==> src/rtl/serial_adder.sv <==
// serial_adder: multi-cycle adder/subtractor processing DIGIT bits per clock
// Ports: clk, rst_n (async active-low); start/sub/a/b/cin request, sampled in IDLE or DONE;
//        busy (RUN state), done (one-cycle pulse), s/cout/ovf registered result held until next done.
module serial_adder #(
  parameter int WIDTH = 8,
  parameter int DIGIT = 1
) (
  input  logic             clk,
  input  logic             rst_n,
  input  logic             start,
  input  logic             sub,
  input  logic [WIDTH-1:0] a,
  input  logic [WIDTH-1:0] b,
  input  logic             cin,
  output logic             busy,
  output logic             done,
  output logic [WIDTH-1:0] s,
  output logic             cout,
  output logic             ovf
);
  localparam int N  = WIDTH / DIGIT;
  localparam int CW = N > 1 ? $clog2(N) : 1;
  localparam logic [1:0] IDLE = 2'd0, RUN = 2'd1, DONE = 2'd2;

  logic [1:0]       state_q, state_d;
  logic [CW-1:0]    cnt_q, cnt_d;
  logic [WIDTH-1:0] a_q, a_d, b_q, b_d, acc_q, acc_d, s_q, s_d;
  logic             c_q, c_d, cout_q, cout_d, ovf_q, ovf_d;
  logic [DIGIT:0]   dsum;
  logic             c_msb, run, accept, last;

  assign run    = state_q == RUN;
  assign accept = start && !run;
  assign last   = run && cnt_q == CW'(N - 1);
  assign dsum   = {1'b0, a_q[DIGIT-1:0]} + {1'b0, b_q[DIGIT-1:0]} + {{DIGIT{1'b0}}, c_q};
  // Carry into the digit's top bit; on the last digit this is the carry into bit WIDTH-1.
  assign c_msb  = a_q[DIGIT-1] ^ b_q[DIGIT-1] ^ dsum[DIGIT-1];

  always_comb begin
    state_d = accept ? RUN : last ? DONE : run ? RUN : IDLE;
    cnt_d   = accept ? '0 : run ? cnt_q + 1'b1 : cnt_q;
    a_d     = accept ? a : run ? a_q >> DIGIT : a_q;
    b_d     = accept ? (sub ? ~b : b) : run ? b_q >> DIGIT : b_q;
    c_d     = accept ? (sub | cin) : run ? dsum[DIGIT] : c_q;
    acc_d   = run ? (acc_q >> DIGIT) | (WIDTH'(dsum[DIGIT-1:0]) << (WIDTH - DIGIT)) : acc_q;
    s_d     = last ? acc_d : s_q;
    cout_d  = last ? dsum[DIGIT] : cout_q;
    ovf_d   = last ? c_msb ^ dsum[DIGIT] : ovf_q;
  end

  always_ff @(posedge clk or negedge rst_n) begin
    if (!rst_n) begin
      state_q <= IDLE;
      cnt_q   <= '0;
      a_q     <= '0;
      b_q     <= '0;
      acc_q   <= '0;
      c_q     <= 1'b0;
      s_q     <= '0;
      cout_q  <= 1'b0;
      ovf_q   <= 1'b0;
    end else begin
      state_q <= state_d;
      cnt_q   <= cnt_d;
      a_q     <= a_d;
      b_q     <= b_d;
      acc_q   <= acc_d;
      c_q     <= c_d;
      s_q     <= s_d;
      cout_q  <= cout_d;
      ovf_q   <= ovf_d;
    end
  end

  assign busy = run;
  assign done = state_q == DONE;
  assign s    = s_q;
  assign cout = cout_q;
  assign ovf  = ovf_q;
endmodule

==> config.mk <==
export PLATFORM = sky130hd
export DESIGN_NAME = serial_adder
export DESIGN_NICKNAME = d
export VERILOG_FILES = /design/src/rtl/serial_adder.sv
export SDC_FILE = /design/constraint.sdc
export NUM_CORES = 1
export LEC_CHECK = 0
export BUFFER_PORTS_ARGS = -buffer_cell sky130_fd_sc_hd__buf_2
export CORE_MARGIN = 2
export CORE_UTILIZATION = 49
export CTS_CLUSTER_DIAMETER = 30
export CTS_CLUSTER_SIZE = 16
export DETAILED_ROUTE_END_ITERATION = 10
export PLACE_DENSITY = 0.83
export SLEW_MARGIN = 5
export SYNTH_ARGS = -nofsm -noshare
export SYNTH_HDL_FRONTEND = slang
export SYNTH_SLANG_ARGS = --single-unit
==> constraint.sdc <==
create_clock -name clk -period 1.3 [get_ports clk]
set_input_delay 0.13 -clock clk [delete_from_list [all_inputs] [get_ports clk]]
set_output_delay 0.13 -clock clk [all_outputs]
set_load 0.005 [all_outputs]
==> impl_results.md <==
* Die area at 4210 sq um
* Element type at the critical path end: flip-flop
* I/O Pins at 33
* Max-Cap Viols at 0
* Die Ht at 64.9 um
* Die width at 64.9 um
* Layout cells sized above 1 at 43.6%
* Synth Area per Inst at 12.7 sq um
* CP arrival at 1.64 ns
* HP Class: in -> reg
* Highest Clock Rate at between 0.6 and 0.7 GHz
* Post-route setup TNS at -0.813 ns
* Layout Utilization at 65.0%
* Hold Vio Cnt, Final at 0
* Final weighted congestion in routability-driven placement at roughly 0.74
* GRT Util Overall at approximately a fifth
* Avg WL per Cell at between 15 and 20 um
* Gr ovfl total at 0
* Unrepaired setup endpoints after global routing: true
* Final Critical Period at around 1.5 ns
* Final setup margin at -0.158 ns
* Dpl cells at 223
* Most common cell after layout, fill and taps aside: dfrtp_1
* DRT iter0 DRCs at 76
* IO buf count at 32
* Vias in the first global route at 1253
* Leak pwr at ~0.0012 uW
* Core Region at 3610 sq um
* Slew Viols, Final at 0
* Overall Power at approximately 5800 uW
* Commonest cells after routing, fill and taps aside: 38 x dfrtp_1, 32 x buf_2, 17 x nand2_1, 16 x o21ai_0, 16 x buf_4
* Total number of yosys warnings at 0
* ANT cells at 0
* Detailed Route WL at between 3 and 4 mm
* DRT antenna net count at 0
* Mapped Cells at between 100 and 150
* # DRC at 0
* Vias/cell at about 5
* Maximum clock insertion buffer count at 2
* Critical path class: reg -> reg
* DP Wirelength at around 2.3 mm
* Root Buffer: clkbuf_8
* CTS tree: built
* Finished Layout Cells at roughly 240
* Vias at 1240
* Initial core utilization at 50.3%
* Num rows at 22
* Worst clock skew at 0.00673 ns
* Final setup violation count at 11
* CP Launch Type: flip-flop
* Num CTS Buffers at 5
* Initial antenna violation count at 0
* Worst hold slack at 0.0926 ns
* Latest clock arrival within the worst-skew pair at 0.29 ns
* Failing checks: negative setup slack
* Status: finished, violations left
* Max IR drop VDD at a little under 2 mV
* First-pass DRT Iterations at 4
* CTS clock-pin slew for the worst setup and hold paths at 0.07 ns
* Post-Syn Nets at 167
* Final nets at around 220
* #FFs+latches synth at 39
* Synth unique cells at 23
* Data required, critical path at 1.48 ns
* Register area share after synthesis at 53.8%
* Largest net degree at the start of global routing at 40
* Cell Area, Synth at 1810 sq um
* Layout area overhead at 29.1%
* Slew @ Worst Pin at between 0.4 and 0.5 ns
* Clk sinks at 39
* Pwr dens at 2480 nW/um^2
* Fillers at 261
* H-tree Lvls at 2
* CP Max Fanout at 2
* First-pass GRT wire length at a little over 6 mm
* Period utilisation layout at 112%
* Relative slew slack at 68.2%
==> repair_timing <==
| item | 4_1_cts | 5_1_grt |
|---|---|---|
| hold buffers | 1 | 0 |
| setup buffers | 5 | 4 |
| gates resized for setup | 10 | 3 |
| endpoints found under the setup margin | 12 | 13 |
| pin swaps | 2 | 1 |
| hold endpoints to repair | 39 | 0 |
| gates cloned | 1 | 1 |
==> power by group <==
group          total (uW)  leakage [uW]  internal [uW]  switching, uW
combinational        2660      0.000644           1540           1120
clock                1020     0.0000612            620            398
sequential           2140      0.000492           1770            367
==> synthesized netlist by cell type, drive strengths merged <==
library cell  count  share of area [%]
a211oi            2                1.1
a21o              1               0.41
and2b             1               0.41
buf               8                4.8
clkbuf            1               0.21
dfrtp            39                 54
fa                1                1.1
ha                2                1.4
inv               1               0.21
mux2             17                 11
mux2i            15                8.3
nand2            17                3.5
nand2b            2               0.69
nand3b            1                1.1
nor2              6                1.2
nor2b             1               0.76
o21ai            17                4.7
xnor2             4                1.9
xor2              7                3.4
==> layout make-up <==
class	count	area (sq um)	share of cell area, %
flip-flops and latches	39	977	41.7
multi-input cells	95	828	35.4
repair buffers	52	355	15.2
clock buffers	6	82.6	3.53
well taps	48	60.1	2.56
clock inverters	2	35.0	1.50
inverters	1	3.75	0.160
==> logic make-up (layout without fill, tap and decap cells) <==
| family | count (synthesis) | in the layout | share of synthesized area, % |
|---|---|---|---|
| DFF | 39 | 39 | 53.8 |
| muxes | 32 | 32 | 19.2 |
| and+or+nand+nor | 28 | 29 | 7.72 |
| AOI/OAI and AO/OA | 20 | 20 | 6.21 |
| xor gates and xnor gates | 11 | 11 | 5.31 |
| buffers and inverters | 10 | 61 | 5.24 |
| adders and majority gates | 3 | 3 | 2.48 |
==> sequential cells by signal, summed over array words and instances, names as in the netlist <==
signal,cells
acc_q,7
ovf,1
c_q,1
state_q,2
cout,1
cnt_q,3
s,8
b_q,8
a_q,8
==> metrics by stage <==
step / worst slack, ns / instance area, sq um
after global placement: -0.120 / 2050
after floorplan: -0.0983 / 1830
after global routing: -0.231 / 2340
after detailed placement: -0.179 / 2050
after CTS: -0.140 / 2270
final: -0.158 / 2340
==> final timing paths <==
| kind | to | depth (start not counted) | slack, ns | from |
|---|---|---|---|---|
| min in group asynchronous | s[2]$_DFFE_PN0P_ | 3 | 0.45 | rst_n |
| worst max-delay path | ovf$_DFFE_PN0P_ | 4 | -0.16 | c_q$_DFFE_PN0P_ |
| worst min register to register | a_q[0]$_DFFE_PN0P_ | 2 | 0.49 | a_q[1]$_DFFE_PN0P_ |
| max in group asynchronous | state_q[0]$_DFF_PN0_ | 3 | 0.50 | rst_n |
| worst min-delay path | a_q[7]$_DFFE_PN0P_ | 3 | 0.09 | a[7] |
| worst max register to register | ovf$_DFFE_PN0P_ | 4 | -0.16 | c_q$_DFFE_PN0P_ |
==> worst max-delay path, stage by stage, from the launching register on <==
cell	delay, ns
dfrtp_1	0.41
fa_2	0.61
xnor2_2	0.12
xnor2_1	0.14
o21ai_1	0.08
==> routing by layer <==
| layer | share of wire, % | up-vias | track usage [%] |
|---|---|---|---|
| met5 | 0 | - | 0 |
| met4 | 2.4 | 0 | 9.31 |
| met3 | 3.6 | 8 | 6.08 |
| met2 | 56 | 28 | 33.9 |
| met1 | 38 | 621 | 22.5 |
| li1 | - | 583 | - |
Power figures use the tool's default switching activity.
